$ cat src/rtl/accum_pkg.sv
// Shared types and default sizing for the product accumulator block.
package accum_pkg;

  typedef enum logic {
    ACCUM = 1'b0,
    HOLD  = 1'b1
  } state_t;

  localparam int DEFAULT_DATA_W = 16;
  localparam int DEFAULT_ACC_W  = 32;
  localparam int DEFAULT_COUNT  = 8;

endpackage

$ cat src/rtl/product_accumulator_if.sv
// Sample-in / result-out bus of the product accumulator, plus its synchronous clear.
interface product_accumulator_if
  import accum_pkg::*;
#(
  parameter int DATA_W = DEFAULT_DATA_W,
  parameter int ACC_W  = DEFAULT_ACC_W
);
  logic [DATA_W-1:0] in_data;
  logic              in_valid;
  logic              in_ready;
  logic              clear;
  logic [ACC_W-1:0]  out_data;
  logic              out_overflow;
  logic              out_valid;
  logic              out_ready;

  modport master (
    output in_data, in_valid, clear, out_ready,
    input  in_ready, out_data, out_overflow, out_valid
  );

  modport slave (
    input  in_data, in_valid, clear, out_ready,
    output in_ready, out_data, out_overflow, out_valid
  );
endinterface

$ cat src/rtl/product_accumulator_sat_add.sv
// Combinational accumulator adder; clamps to all-ones on carry when
// PRODUCT_ACCUMULATOR_SATURATE_EN is defined, otherwise wraps.
module sat_add #(
  parameter int ACC_W = 32
) (
  input  logic [ACC_W-1:0] acc,
  input  logic [ACC_W-1:0] sample,
  output logic [ACC_W-1:0] sum,
  output logic             carry
);
  logic [ACC_W-1:0] raw_sum;

  assign {carry, raw_sum} = {1'b0, acc} + {1'b0, sample};

`ifdef PRODUCT_ACCUMULATOR_SATURATE_EN
  // Once clamped, any further nonzero sample carries again, so the clamp persists.
  assign sum = carry ? {ACC_W{1'b1}} : raw_sum;
`else
  assign sum = raw_sum;
`endif
endmodule

$ cat src/rtl/product_accumulator.sv
// Sums blocks of COUNT unsigned products and holds each total on a valid/ready
// output. Saturating build selected by PRODUCT_ACCUMULATOR_SATURATE_EN.
module product_accumulator
  import accum_pkg::*;
#(
  parameter int DATA_W = DEFAULT_DATA_W,
  parameter int ACC_W  = DEFAULT_ACC_W,
  parameter int COUNT  = DEFAULT_COUNT
) (
  input  logic                 clk,
  input  logic                 rst,
  product_accumulator_if.slave bus
);
  localparam int CNT_W = $clog2(COUNT + 1);

  state_t           state, state_nxt;
  logic [ACC_W-1:0] acc, acc_nxt;
  logic [CNT_W-1:0] cnt, cnt_nxt;
  logic             ovf, ovf_nxt;
  logic [ACC_W-1:0] out_data_nxt;
  logic             out_overflow_nxt;
  logic             out_valid_nxt;
  logic [ACC_W-1:0] add_sum;
  logic             add_carry;
  logic             accept;

  assign bus.in_ready = (state == ACCUM) && !rst;
  assign accept       = bus.in_valid && bus.in_ready;

  sat_add #(.ACC_W(ACC_W)) u_sat_add (
    .acc    (acc),
    .sample (ACC_W'(bus.in_data)),
    .sum    (add_sum),
    .carry  (add_carry)
  );

  // NOTE: every output of this block gets a default first so no path leaves a latch.
  always_comb begin
    state_nxt        = state;
    acc_nxt          = acc;
    cnt_nxt          = cnt;
    ovf_nxt          = ovf;
    out_data_nxt     = bus.out_data;
    out_overflow_nxt = bus.out_overflow;
    out_valid_nxt    = bus.out_valid;

    if (bus.clear) begin
      state_nxt     = ACCUM;
      acc_nxt       = '0;
      cnt_nxt       = '0;
      ovf_nxt       = 1'b0;
      out_valid_nxt = 1'b0;
    end else begin
      unique case (state)
        ACCUM: begin
          if (accept) begin
            acc_nxt = add_sum;
            ovf_nxt = ovf | add_carry;
            cnt_nxt = cnt + CNT_W'(1);
            if (cnt == CNT_W'(COUNT - 1)) begin
              state_nxt        = HOLD;
              out_data_nxt     = add_sum;
              out_overflow_nxt = ovf | add_carry;
              out_valid_nxt    = 1'b1;
            end
          end
        end
        HOLD: begin
          if (bus.out_valid && bus.out_ready) begin
            state_nxt     = ACCUM;
            acc_nxt       = '0;
            cnt_nxt       = '0;
            ovf_nxt       = 1'b0;
            out_valid_nxt = 1'b0;
          end
        end
        default: state_nxt = ACCUM;
      endcase
    end
  end

  // NOTE: state registers use non-blocking assignments so every flop samples pre-edge values.
  always_ff @(posedge clk) begin
    if (rst) begin
      state            <= ACCUM;
      acc              <= '0;
      cnt              <= '0;
      ovf              <= 1'b0;
      bus.out_data     <= '0;
      bus.out_overflow <= 1'b0;
      bus.out_valid    <= 1'b0;
    end else begin
      state            <= state_nxt;
      acc              <= acc_nxt;
      cnt              <= cnt_nxt;
      ovf              <= ovf_nxt;
      bus.out_data     <= out_data_nxt;
      bus.out_overflow <= out_overflow_nxt;
      bus.out_valid    <= out_valid_nxt;
    end
  end
endmodule

$ cat src/flat_wrapper.sv
// flat-port wrapper written by rule: the top's interface ports become plain ports
module product_accumulator_flat import accum_pkg::*;
#(
  parameter int DATA_W = DEFAULT_DATA_W,
  parameter int ACC_W  = DEFAULT_ACC_W,
  parameter int COUNT  = DEFAULT_COUNT
)
  (clk, rst, bus_in_data, bus_in_valid, bus_clear, bus_out_ready, bus_in_ready, bus_out_data, bus_out_overflow, bus_out_valid);
  product_accumulator_if #(.DATA_W(DATA_W), .ACC_W(ACC_W)) bus_i ();
  input  logic clk;
  input  logic rst;
  input wire logic [$bits(bus_i.in_data)-1:0] bus_in_data;
  input wire logic [$bits(bus_i.in_valid)-1:0] bus_in_valid;
  input wire logic [$bits(bus_i.clear)-1:0] bus_clear;
  input wire logic [$bits(bus_i.out_ready)-1:0] bus_out_ready;
  output wire logic [$bits(bus_i.in_ready)-1:0] bus_in_ready;
  output wire logic [$bits(bus_i.out_data)-1:0] bus_out_data;
  output wire logic [$bits(bus_i.out_overflow)-1:0] bus_out_overflow;
  output wire logic [$bits(bus_i.out_valid)-1:0] bus_out_valid;
  assign bus_i.in_data = bus_in_data;
  assign bus_i.in_valid = bus_in_valid;
  assign bus_i.clear = bus_clear;
  assign bus_i.out_ready = bus_out_ready;
  assign bus_in_ready = bus_i.in_ready;
  assign bus_out_data = bus_i.out_data;
  assign bus_out_overflow = bus_i.out_overflow;
  assign bus_out_valid = bus_i.out_valid;
  product_accumulator #(.DATA_W(DATA_W), .ACC_W(ACC_W), .COUNT(COUNT)) u_core (.clk(clk), .rst(rst), .bus(bus_i));
endmodule
$ cat config.mk
export PLATFORM = sky130hd
export DESIGN_NAME = product_accumulator_flat
export DESIGN_NICKNAME = d
export VERILOG_FILES = /design/src/rtl/accum_pkg.sv /design/src/rtl/product_accumulator_if.sv /design/src/rtl/product_accumulator_sat_add.sv /design/src/rtl/product_accumulator.sv /design/src/flat_wrapper.sv
export SDC_FILE = /design/constraint.sdc
export NUM_CORES = 1
export LEC_CHECK = 0
export BUFFER_PORTS_ARGS = -buffer_cell sky130_fd_sc_hd__buf_2
export CAP_MARGIN = 20
export CORE_MARGIN = 3
export CORE_UTILIZATION = 54
export CTS_BUF_LIST = sky130_fd_sc_hd__clkbuf_8
export CTS_CLUSTER_DIAMETER = 60
export DETAILED_ROUTE_END_ITERATION = 16
export PLACE_DENSITY = 0.72
export SLEW_MARGIN = 15
export SYNTH_ARGS = -nofsm -noshare
export SYNTH_HDL_FRONTEND = slang
export SYNTH_SLANG_ARGS = --single-unit
$ cat constraint.sdc
create_clock -name clk -period 3.3 [get_ports clk]
set_clock_uncertainty 0.2 [all_clocks]
set_input_delay 0.33 -clock clk [delete_from_list [all_inputs] [get_ports clk]]
set_output_delay 0.33 -clock clk [all_outputs]
set_load 0.1 [all_outputs]
After elaboration in Yosys (flattened, before gate mapping)
Cells that the tools add are included.
- order comparisons: 0
- div/mod/pow operators: 0
- multiply operators: 0
- bitwise operators: 3
- equality and inequality tests: 4
- shift operators: 0
- reduce and logical (&&, ||, !) cells: 8
- $add $sub $neg: 2
- mux-type cells: 16
- operators with widths (operator ; number):
    32-bit 2-to-1 mux ; 2
    32-bit one-hot mux with 2 select lines ; 1
    32-bit by 16-bit adder with 33-bit output ; 1
    4-bit 2-to-1 mux ; 2
    4-bit one-hot mux with 2 select lines ; 1
    1-bit 2-to-1 mux ; 7
    1-bit one-hot mux with 2 select lines ; 3
    4-bit by 1-bit adder with 4-bit output, second input constant ; 1
    4-bit by 3-bit == test with 1-bit output, second input constant ; 1
    2-bit != test, second input constant ; 2
    4-bit AND reduction ; 1
    1-bit logical AND ; 3
    3-bit AND reduction ; 1
    2-bit by 1-bit != test with 1-bit output, second input constant ; 1
    1-bit inverter ; 2
    2-bit AND reduction ; 1
    2-bit OR reduction ; 1
    1-bit zero test ; 1
    1-bit OR ; 1
- register bits after elaboration: 72
- memories kept: 0
- bits in read-only memories: 0
- logic and storage cells: 40
- memory bits (writable): 0
- bits in latches: 0

Longest topological paths before layout
- depth after elaboration: 5
- depth in mapped cells: 11
- gate-level depth less buffers: 10

Modules after synthesis
From an unflattened synthesis, not the netlist that was laid out.
- cell total of the unflattened synthesis: 567
- area total of the unflattened synthesis: 4544.4 sq um
- modules (own cells, without submodules) (module ; times used ; area an instance (sq um) ; cells an instance):
    product_accumulator ; 1 ; 2914.0 ; 336
    sat_add ; 1 ; 1630.3 ; 231

Worst setup path before layout
No wires, ideal clock.
- path type: input -> register
- start point: input port rst
- end point: register u_core.bus.out_data[9]
- stages on the path: 7
- data arrival time: 3.198 ns
- required time: 3.036 ns
- buffers on the path: 2
- slack: -0.162 ns
- path through: clkbuf_1 -> nor2_1 -> nand2_1 -> or2_2 -> clkbuf_1 -> or4_1 -> nand3_1
- longest elaborated chain between the ends: 4
- ends and longest elaborated chain (element ; RTL line ; text):
    start: declaration ; flat_wrapper.sv:11 ; input logic rst;
    1-bit zero test ; product_accumulator.sv:27 ; assign bus.in_ready = (state == ACCUM) && !rst;
    1-bit logical AND ; product_accumulator.sv:27 ;
    via bus_in_ready ; flat_wrapper.sv:16 ; output wire logic [$bits(bus_i.in_ready)-1:0] bus_in_ready;
    1-bit logical AND ; product_accumulator.sv:28 ; assign accept = bus.in_valid && bus.in_ready;
    4-bit AND reduction (no source line) ; n/a ;
    end signal: assignment ; product_accumulator.sv:97 ; bus.out_data <= out_data_nxt;
    end: declaration ; product_accumulator_if.sv:24 ; output in_ready, out_data, out_overflow, out_valid
The timed path passes the listed nets, and every way through them passes these cells.
A chain may end at the register's enable or synchronous reset.

Worst setup path in the final report
- start point: register u_core.acc[0]
- end point: register u_core.acc[30]
- longest elaborated chain between the ends: 3
- ends and longest elaborated chain (element ; RTL line ; text):
    start: declaration ; product_accumulator.sv:17 ; logic [ACC_W-1:0] acc, acc_nxt;
    start signal: assignment ; product_accumulator.sv:94 ; acc <= acc_nxt;
    32-bit by 16-bit adder with 33-bit output ; product_accumulator_sat_add.sv:13 ; assign {carry, raw_sum} = {1'b0, acc} + {1'b0, sample};
    32-bit 2-to-1 mux ; product_accumulator.sv:56 ; if (accept) begin
    32-bit one-hot mux with 2 select lines ; product_accumulator.sv:54 ; unique case (state)
No other way between the ends. The select of a mux whose other input is x is not followed.

==> run metrics <==
global-route wire length before repair 15700 µm; top cells by count, synth 72 x dfxtp_1, 57 x nand2_1, 49 x nor2_1, 36 x a21oi_1, 21 x clkbuf_1; row count 29; Setup CP Type register to register; Syn Area/Cell approximately 8.4 µm²; Synth Cell Area 3780 µm²; # fillers 592; largest family of logic cells by synthesized area compound AO/OA/AOI/OAI gates; Final Hold Vio Count 0; Final #Nets around 540; Synth Warn # 0; final slew viol count 0; initial antenna violation count 0; vias in the first global route between 3000 and 4000; Slowest cell on crit path fa_1; CTS Sinks 72; layout cells sized above 1 0.192; Post-Place Worst Slack 0.304 ns; Tcrit/Tclk final 0.906; Synth area leaders dfxtp_1 38%, nand2_1 5.7%, ha_1 5.6%; hpwl dp 6480 µm; Final Wtd Congestion 0.880; Worst Path Max Fanout 7; max incr delay on CP roughly 0.41 ns; P&R area growth vs syn 14.6%; startpoint type of the worst setup path register; fin worst setup slack 0.310 ns; Detailed Route WL 9130 µm; GRT Util Overall 0.231; Max-slew headroom 0.631; PwrDens 418 nW/µm²; simple-gate share of the synthesized area 0.202; P_leak around 0.0017 µW; Detail Route Antenna Nets 0; Post-CTS Hold Buffers 0; area of the multi-input gates 2200 µm²; Hold WC Path Type primary input to register; final worst path period need 2.99 ns; Clock Tree Root clkbuf_8; XOR/XNOR share of the synthesized area 0.0717; Post-synth EDFFs 0; #FFs+latches synth 72; Initial Util 0.576; Syn Nets roughly 500; Worst-Margin Slew 0.551 ns; Residual DRC 0; Most used DFF post-synth dfxtp_1; Synth Area in Adders 0.0615; total negative setup slack 0 ns; critical path arrival approximately 3.1 ns; Final Util 0.661; Congestion Overflow GR 0; die width 89.7 µm; CTS tree yes; Max Cap Viol 0; post-synthesis sequential area ratio 0.381; n_diodes 0; status finished clean; clock buffer count from CTS 9; # IOs 56; worst path cell trace ha_1 -> inv_1 -> fa_1 -> and2b_1 -> o2111ai_2 -> a211oi_4 -> o2111ai_4 -> or2_1 -> or3_1 -> nand3_1; drt pass-1 iters 4; post-CTS setup repair buffer count 0; Reg area between 1000 and 1500 µm²; DR WL/cell 15.3 µm; ys async rst share 0; Final setup viols 0; top-area cell type share of the netlist area 0.381; Peak VDD IR about 0.00023 V; crit end category register; H-tree level count 3; Gate Count Post-Synth 452; post-synthesis mux area share 0.00529; clock buffer depth 2; most frequent cell after synthesis dfxtp_1; Core ar. 6570 µm²; DR iter-0 viols 182; Worst-path clk slew approximately 0.08 ns; pin count of the biggest net entering global routing 28; vias per cell 5.70; worst endpoint required time ~3.4 ns; Yosys top cell by area dfxtp_1; Die Ht 89.7 µm; die area 8050 µm²; CTS resizes 0; Worst-Skew Late Latency between 0.3 and 0.4 ns; Achievable Freq between 300 and 400 MHz; vias 3402; IO buf count 55; Synth cell types 60; unrepaired setup endpoints after global routing no; Compound-Gate Fraction of Synth Area 0.238
## state kept, by name, summed over array words and instances, names as in the netlist
signal	flops
u_core.bus.out_valid	1
u_core.bus.out_overflow	1
u_core.bus.out_data	32
u_core.ovf	1
u_core.acc	32
u_core.state	1
u_core.cnt	4
## cell families after synthesis
| kind of cell | after synthesis |
|---|---|
| and+or+nand+nor | 163 |
| xor gates and xnor gates | 31 |
| DFF | 72 |
| buffers and inverters | 35 |
| AOI/OAI and AO/OA | 131 |
| muxes | 2 |
| adders and majority gates | 18 |
## cell type report
cell class | instances | share of cell area
Clock buffer | 10 | 0.0317
Clock inverter | 5 | 0.0187
Inverter | 10 | 0.00865
Multi-Input combinational cell | 345 | 0.506
Sequential cell | 72 | 0.332
Tap cell | 93 | 0.0268
Timing Repair Buffer | 62 | 0.0756
## power by group
group          internal [µW]  total [µW]  switching [µW]  leakage [µW]
clock network            444         782             338      0.000114
logic                   56.8         155            97.9       0.00101
registers                873         877            3.40      0.000581
## final timing paths
check	startpoint	endpoint	slack (ns)	depth (start not counted)
worst max-delay path	u_core.acc[0]	u_core.acc[30]	0.31	10
worst min-delay path	bus_out_ready	u_core.state	0.08	4
worst max register to register	u_core.acc[0]	u_core.acc[30]	0.31	10
worst min register to register	u_core.bus.out_data[15]	u_core.bus.out_data[15]	0.25	2
## cells in the final DEF (no fill, tap or decap), types with 15 or more instances in the layout
cell      Yosys  layout
o21ai_0      17      17
ha_1         17      17
buf_2         2      55
a21oi_1      36      36
nor2_1       49      47
dfxtp_1      72      72
nand2_1      57      57
xnor2_1      18      18
a211oi_1     16      16
nand3_1      15      15
## metal layers
| metal | share of wire | global-route usage | vias up |
|---|---|---|---|
| met1 | 0.46 | 0.314 | 1602 |
| met2 | 0.47 | 0.380 | 90 |
| met4 | 0.0097 | 0.0741 | 0 |
| met5 | 0 | 0 | - |
| li1 | - | - | 1701 |
| met3 | 0.056 | 0.0326 | 9 |
## stage by stage
stage	area [µm²]	cells	total power (µW)	hold WS, ns
after CTS	4340	597	1820	0.0775
after global routing	4340	597	1880	0.148
after global placement	4120	582	1050	0.239
after detailed placement	4120	582	1050	0.247
final	4340	597	1810	0.0781
after floorplan	3790	452	1010	0.229
## worst max-delay path, delay by kind of cell, from the launching register on
family          cells  cell delay (ns)
compound gates      3             0.74
fa+ha+maj           2             0.57
buf+inv             1             0.05
flops               1             0.35
simple gates        4             1.02
Power figures use the tool's default switching activity.
